File: src/rtl/hazard_ctrl.sv
// hazard_ctrl: Execute forwarding selects, load-use/branch/mult-div stalls and the mult/div busy/done sequencer.
// Optional HAZARD_PERF_CNT_EN adds a saturating stall_cnt output.
module hazard_ctrl #(
  parameter int MULT_CYCLES = 4,
  parameter int DIV_CYCLES  = 32
) (
  input  logic       clk,
  input  logic       reset_n,
  input  logic [4:0] RsD,
  input  logic [4:0] RtD,
  input  logic [4:0] RsE,
  input  logic [4:0] RtE,
  input  logic [4:0] WriteRegE,
  input  logic [4:0] WriteRegM,
  input  logic [4:0] WriteRegW,
  input  logic       RegWriteE,
  input  logic       RegWriteM,
  input  logic       RegWriteW,
  input  logic       MemtoRegE,
  input  logic       MemtoRegM,
  input  logic       BranchD,
  input  logic       MdStartE,
  input  logic       MdOpE,
  input  logic       MdUseD,
  output logic [1:0] ForwardAE,
  output logic [1:0] ForwardBE,
  output logic       StallF,
  output logic       StallD,
  output logic       FlushE,
  output logic       md_busy,
  output logic       md_done
`ifdef HAZARD_PERF_CNT_EN
  ,
  output logic [31:0] stall_cnt
`endif
);
  typedef enum logic [1:0] {IDLE, BUSY, DONE} state_t;
  localparam logic [5:0] MULT_L = 6'(MULT_CYCLES - 1);
  localparam logic [5:0] DIV_L  = 6'(DIV_CYCLES - 1);
  state_t     state;
  logic [5:0] cnt;
  logic       lwstall, brstall, mdstall, stall;
  function automatic logic [1:0] fwd(input logic [4:0] r);
    return (r != 5'd0 && RegWriteM && WriteRegM == r) ? 2'b10 :
           (r != 5'd0 && RegWriteW && WriteRegW == r) ? 2'b01 : 2'b00;
  endfunction
  function automatic logic br_hit(input logic [4:0] s);
    return s != 5'd0 && ((RegWriteE && WriteRegE == s) || (MemtoRegM && WriteRegM == s));
  endfunction
  assign lwstall   = MemtoRegE && RtE != 5'd0 && (RtE == RsD || RtE == RtD);
  assign brstall   = BranchD && (br_hit(RsD) || br_hit(RtD));
  assign mdstall   = MdUseD && state == BUSY;
  assign stall     = reset_n && (lwstall || brstall || mdstall);
  assign StallF    = stall;
  assign StallD    = stall;
  assign FlushE    = stall;
  assign ForwardAE = reset_n ? fwd(RsE) : 2'b00;
  assign ForwardBE = reset_n ? fwd(RtE) : 2'b00;
  assign md_busy   = reset_n && state == BUSY;
  assign md_done   = reset_n && state == DONE;
  // DONE shares IDLE's issue path so a new op can start back-to-back
  always_ff @(posedge clk) begin
    if (!reset_n) begin
      state <= IDLE;
      cnt   <= '0;
    end else if (state == BUSY) begin
      if (cnt == 6'd0) state <= DONE;
      else cnt <= cnt - 6'd1;
    end else if (MdStartE) begin
      state <= BUSY;
      cnt   <= MdOpE ? DIV_L : MULT_L;
    end else state <= IDLE;
  end
`ifdef HAZARD_PERF_CNT_EN
  always_ff @(posedge clk) begin
    if (!reset_n) stall_cnt <= '0;
    else if (stall && stall_cnt != '1) stall_cnt <= stall_cnt + 32'd1;
  end
`endif
endmodule
File: config.mk
export PLATFORM = sky130hd
export DESIGN_NAME = hazard_ctrl
export DESIGN_NICKNAME = d
export VERILOG_FILES = /design/src/rtl/hazard_ctrl.sv
export SDC_FILE = /design/constraint.sdc
export NUM_CORES = 1
export LEC_CHECK = 0
export BUFFER_PORTS_ARGS = -buffer_cell sky130_fd_sc_hd__buf_2
export CORE_ASPECT_RATIO = 1.1
export CORE_UTILIZATION = 35
export DETAILED_ROUTE_END_ITERATION = 8
export PLACE_DENSITY = 0.66
export REMOVE_ABC_BUFFERS = 1
export SYNTH_ARGS = -nofsm -noshare
export SYNTH_HDL_FRONTEND = slang
export SYNTH_SLANG_ARGS = --single-unit
File: constraint.sdc
create_clock -name clk -period 2 [get_ports clk]
set_clock_uncertainty 0.1 [all_clocks]
set_input_delay 0.4 -clock clk [delete_from_list [all_inputs] [get_ports clk]]
set_output_delay 0.4 -clock clk [all_outputs]
set_load 0.03 [all_outputs]
==> impl.org <==
** Run status
- Run status :: finished, violations left
- Violated checks :: DRC, setup timing

** Layout
- Footprint of the flip-flops and latches :: 160 um2
- Finished Core Util :: 0.559
- Ratio of cells with drive above 1 in the final layout :: 0.431
- Count of inserted antenna diode cells :: 0
- Number of nets in the finished design :: 275
- The area growth from synthesis to layout is 49.9%.
- Counting the fill cells in the layout gives 321.
- After routing the design area is 1730 um2.
- Post-route insts no fill :: 259
- Area of the multi-input gates :: 985 um2

** Placed design
- Half-perimeter wire length of the detailed placement result :: 2680 um
- The placed instances occupy a cell area of 1580 um2.
- Buffers placed on the I/O ports in this run total 54.
- Dpl ws :: -0.229 ns
- Placed instance count :: 252
- Final weighted congestion of routability-driven global placement :: 0.866

** Hold path
- Cell depth of the worst hold path :: 3
- The min-delay analysis places its worst path in the category in2reg.

** STA
- Slew @ Worst Pin :: 0.399 ns
- Worst-case headroom to the max-slew limit :: 0.731
- The final-report hold violation count was 0.
- Of the available clock period, the critical path in the final layout requires 1.08.
- Max-slew violations :: 0
- Time the worst path needs with I/O delays and setup :: 2.16 ns
- After routing, the total negative slack on setup checks comes to -0.855 ns.
- Timing would allow up to 463 MHz.
- Setup violations remaining at the end of the flow were counted as 7.
- RSZ-0062 raised after global routing :: true
- Setup ws final :: -0.158 ns

** CTS
- After clock tree synthesis, the clock-pin slew on the worst setup and hold paths is 0.05 ns.
- Hold buffers post-CTS :: 0
- In this run, CTS created clock tree buffers numbering 3.
- TritonCTS built the clock tree.
- Buffer type at the clock tree root :: sky130_fd_sc_hd__clkbuf_4
- In this run the deepest clock path goes through 2 buffers.
- CTS saw 8 sinks.
- H-tree depth :: 1
- At the later pin of the worst-skew pair, clock insertion delay measures 0.25 ns.

** Pwr
- Across the VDD grid, the largest voltage drop is 0.162 mV.
- Fraction of power consumed by combinational cells :: 0.557
- In this run the power spent charging and discharging nets is 0.000279 W.
- The internal power of the cells totals 0.000449 W.
- Sequential group share of total power :: 0.276
- Total power density per cell area :: 420 nW/um2
- Clock network power share :: 0.166
- Leak Pwr :: 0.739 nW
- Of the total power, the share spent switching nets is 0.383.

** Routing
- After detailed routing, the total wire length is 3230 um.
- Detailed-routing iteration count for the pre-antenna-repair pass :: 6
- The final route contains 1,304 vias.
- After detailed routing, the average wire length per cell comes to 12.5 um.
- Detail Route Antenna Nets :: 0
- The detailed router finished its first iteration with 27 violations.
- Detailed-route vias per instance :: 5.03
- DRC violation count after routing :: 6

** Critical path
- For the worst setup path, the data required time is 1.50 ns.
- The startpoint identified for the worst register-to-register timing path is cnt[0].
- Launching element type of the critical path :: input pin
- The critical path crosses 6 cells after its start point.
- STA classifies the critical path endpoint as a primary output.
- The worst setup path is of the in2out kind.
- In this run the worst setup path terminates at ForwardBE[0].
- The endpoint identified for the worst register-to-register timing path is cnt[4].
- Worst-path maximum fanout :: 3
- Buffering stage count on the worst path with inverters included :: 2
- By instance count, the cell type seen most on the critical path is sky130_fd_sc_hd__nor4_2.
- Counting cells, the worst reg-to-reg path comes to 7.
- Worst path slowest cell :: sky130_fd_sc_hd__or4_4
- Grouping stages by cell kind, the critical path spends the most delay in simple AND/OR/NAND/NOR gates.
- Data on the critical path arrives at its endpoint at 1.66 ns.
- On the worst path, the slowest cell contributes a delay of 0.54 ns.
- The signal on the critical path passes through buf_6 > or4_4 > nor2_4 > nor4_2 > nor4_2 > buf_4.
- Worst-case register-to-register setup slack :: 0.44 ns
- Worst setup startpoint :: RtE[1]

** Yosys
- Of the post-synthesis cell area, the dominant cell type holds 0.319.
- Proportion of synthesized chip area in sequential cells :: 0.139
- Total of warnings raised by yosys :: 0
- In this run the mean area of a mapped cell was 7.60 um2.
- The mapped netlist covers 1150 um2.
- Synth cell types :: 35
- The largest total area in the synthesized netlist belongs to sky130_fd_sc_hd__xnor2_1.
- Synthesis-stage register bit count :: 8
- After technology mapping, the gate count stands at 152.
- Yosys attributes the largest share of cell area to sky130_fd_sc_hd__xnor2_1, sky130_fd_sc_hd__dfxtp_1, sky130_fd_sc_hd__xor2_1.

** Global route
- The first global-routing pass estimated 5580 um of wire.
- Global route overflow :: 0
- Combined global-route utilization of all metal layers :: 0.199
- Number of global-route vias before repair :: 1,291
- Maximum number of pins on one net before global-route repair :: 15
- The initial antenna violation count came to 0.

** Floorplan
- Site row count :: 21
- Initial Utilization :: 0.372
- The die covers 3530 um2.
- For this design the top-level I/O count stands at 55.
- The floorplan step set the die width to 56.8 um.
- Core area :: 3100 um2
- Die height :: 62.2 um

** Run
- Max-cap violations in this run came to 0.
## stage by stage
stage          hold WS (ns)  total power [W]
6_report              0.361         0.000728
2_1_floorplan         0.365         0.000419
3_3_place_gp          0.385         0.000583
5_1_grt               0.381         0.000790
4_1_cts               0.353         0.000731
3_5_place_dp          0.390         0.000589
## power by group through the flow
stage	combinational, W	clock [W]	sequential [W]
6_report	0.000406	0.000121	0.000201
5_1_grt	0.000450	0.000136	0.000204
4_1_cts	0.000403	0.000127	0.000201
3_5_place_dp	0.000385	0	0.000204
3_3_place_gp	0.000380	0	0.000203
2_1_floorplan	0.000219	0	0.000200
## cell type report
type | instances | area share
Multi-Input combinational cell | 132 | 0.569
Timing Repair Buffer | 80 | 0.297
Sequential cell | 8 | 0.0925
Tap cell | 34 | 0.0246
Clock buffer | 3 | 0.0130
Inverter | 2 | 0.00434
## how the worst min path moves through the flow
stage                   from     end  slack, ns
floorplan             cnt[4]  cnt[4]       0.36
global placement      cnt[4]  cnt[4]       0.39
detailed placement    cnt[4]  cnt[4]       0.39
CTS                 MdStartE  cnt[4]       0.35
global route        MdStartE  cnt[4]       0.38
finish              MdStartE  cnt[4]       0.36
## cell usage in the layout (no fill, tap or decap), types with 2 or more instances in the layout
cell / instances
sky130_fd_sc_hd__nor3_1: 3
sky130_fd_sc_hd__or4_4: 2
sky130_fd_sc_hd__nor2_1: 9
sky130_fd_sc_hd__clkbuf_4: 3
sky130_fd_sc_hd__a21oi_1: 2
sky130_fd_sc_hd__or4_1: 2
sky130_fd_sc_hd__nor2b_1: 3
sky130_fd_sc_hd__nor4_2: 3
sky130_fd_sc_hd__nor2_4: 2
sky130_fd_sc_hd__buf_6: 7
sky130_fd_sc_hd__o2111ai_1: 2
sky130_fd_sc_hd__buf_2: 45
sky130_fd_sc_hd__a31oi_1: 3
sky130_fd_sc_hd__buf_4: 28
sky130_fd_sc_hd__o21ai_0: 2
sky130_fd_sc_hd__xnor2_2: 2
sky130_fd_sc_hd__dfxtp_1: 8
sky130_fd_sc_hd__and2_1: 2
sky130_fd_sc_hd__nand4_1: 10
sky130_fd_sc_hd__ha_1: 2
sky130_fd_sc_hd__o22ai_1: 3
sky130_fd_sc_hd__xor2_1: 8
sky130_fd_sc_hd__nand2_1: 13
sky130_fd_sc_hd__inv_1: 2
sky130_fd_sc_hd__xnor2_1: 40
sky130_fd_sc_hd__nand3_1: 6
## cells in the mapped netlist
library cell	number
sky130_fd_sc_hd__a211oi_1	1
sky130_fd_sc_hd__a21boi_0	1
sky130_fd_sc_hd__a21oi_1	2
sky130_fd_sc_hd__a311oi_1	1
sky130_fd_sc_hd__a31oi_1	3
sky130_fd_sc_hd__and2_1	3
sky130_fd_sc_hd__and2_2	1
sky130_fd_sc_hd__and3_1	1
sky130_fd_sc_hd__buf_2	2
sky130_fd_sc_hd__buf_4	2
sky130_fd_sc_hd__buf_6	1
sky130_fd_sc_hd__clkbuf_1	5
sky130_fd_sc_hd__dfxtp_1	8
sky130_fd_sc_hd__ha_1	2
sky130_fd_sc_hd__inv_1	2
sky130_fd_sc_hd__nand2_1	13
sky130_fd_sc_hd__nand2b_1	1
sky130_fd_sc_hd__nand3_1	6
sky130_fd_sc_hd__nand4_1	10
sky130_fd_sc_hd__nor2_1	11
sky130_fd_sc_hd__nor2_4	1
sky130_fd_sc_hd__nor2b_1	3
sky130_fd_sc_hd__nor3_1	3
sky130_fd_sc_hd__nor3_2	1
sky130_fd_sc_hd__nor4_1	2
sky130_fd_sc_hd__nor4_2	2
sky130_fd_sc_hd__o2111ai_1	2
sky130_fd_sc_hd__o211a_1	1
sky130_fd_sc_hd__o21a_1	1
sky130_fd_sc_hd__o21ai_0	3
sky130_fd_sc_hd__o22ai_1	3
sky130_fd_sc_hd__or4_1	3
sky130_fd_sc_hd__or4_4	1
sky130_fd_sc_hd__xnor2_1	42
sky130_fd_sc_hd__xor2_1	8
## tightest hold or removal path, cell delays in order
cell	delay (ns)
sky130_fd_sc_hd__buf_2	0.09
sky130_fd_sc_hd__nand2_1	0.07
sky130_fd_sc_hd__a31oi_1	0.12
## timing repair
action                                  4_1_cts  5_1_grt
gates resized for setup                      20        3
buffers inserted                              2        2
endpoints found under the setup margin        7        7
pin swaps                                     5        4
## logic make-up after synthesis
kind of cell,count (synthesis),share of synthesized area
simple gates,62,0.301
xor+xnor,50,0.379
compound gates,18,0.105
buf+inv,12,0.0542
flops,8,0.139
fa+ha+maj,2,0.0217
## registers in the layout (all words and copies together) (netlist names)
name	flops
cnt	6
state	2
## metal layers
layer,track usage,up-vias,part of all wire
li1,-,675,-
met4,0.0366,0,0.0050
met2,0.359,39,0.50
met5,0,-,0
met3,0.0271,2,0.038
met1,0.251,588,0.46
(Power assumes the default switching activity.)
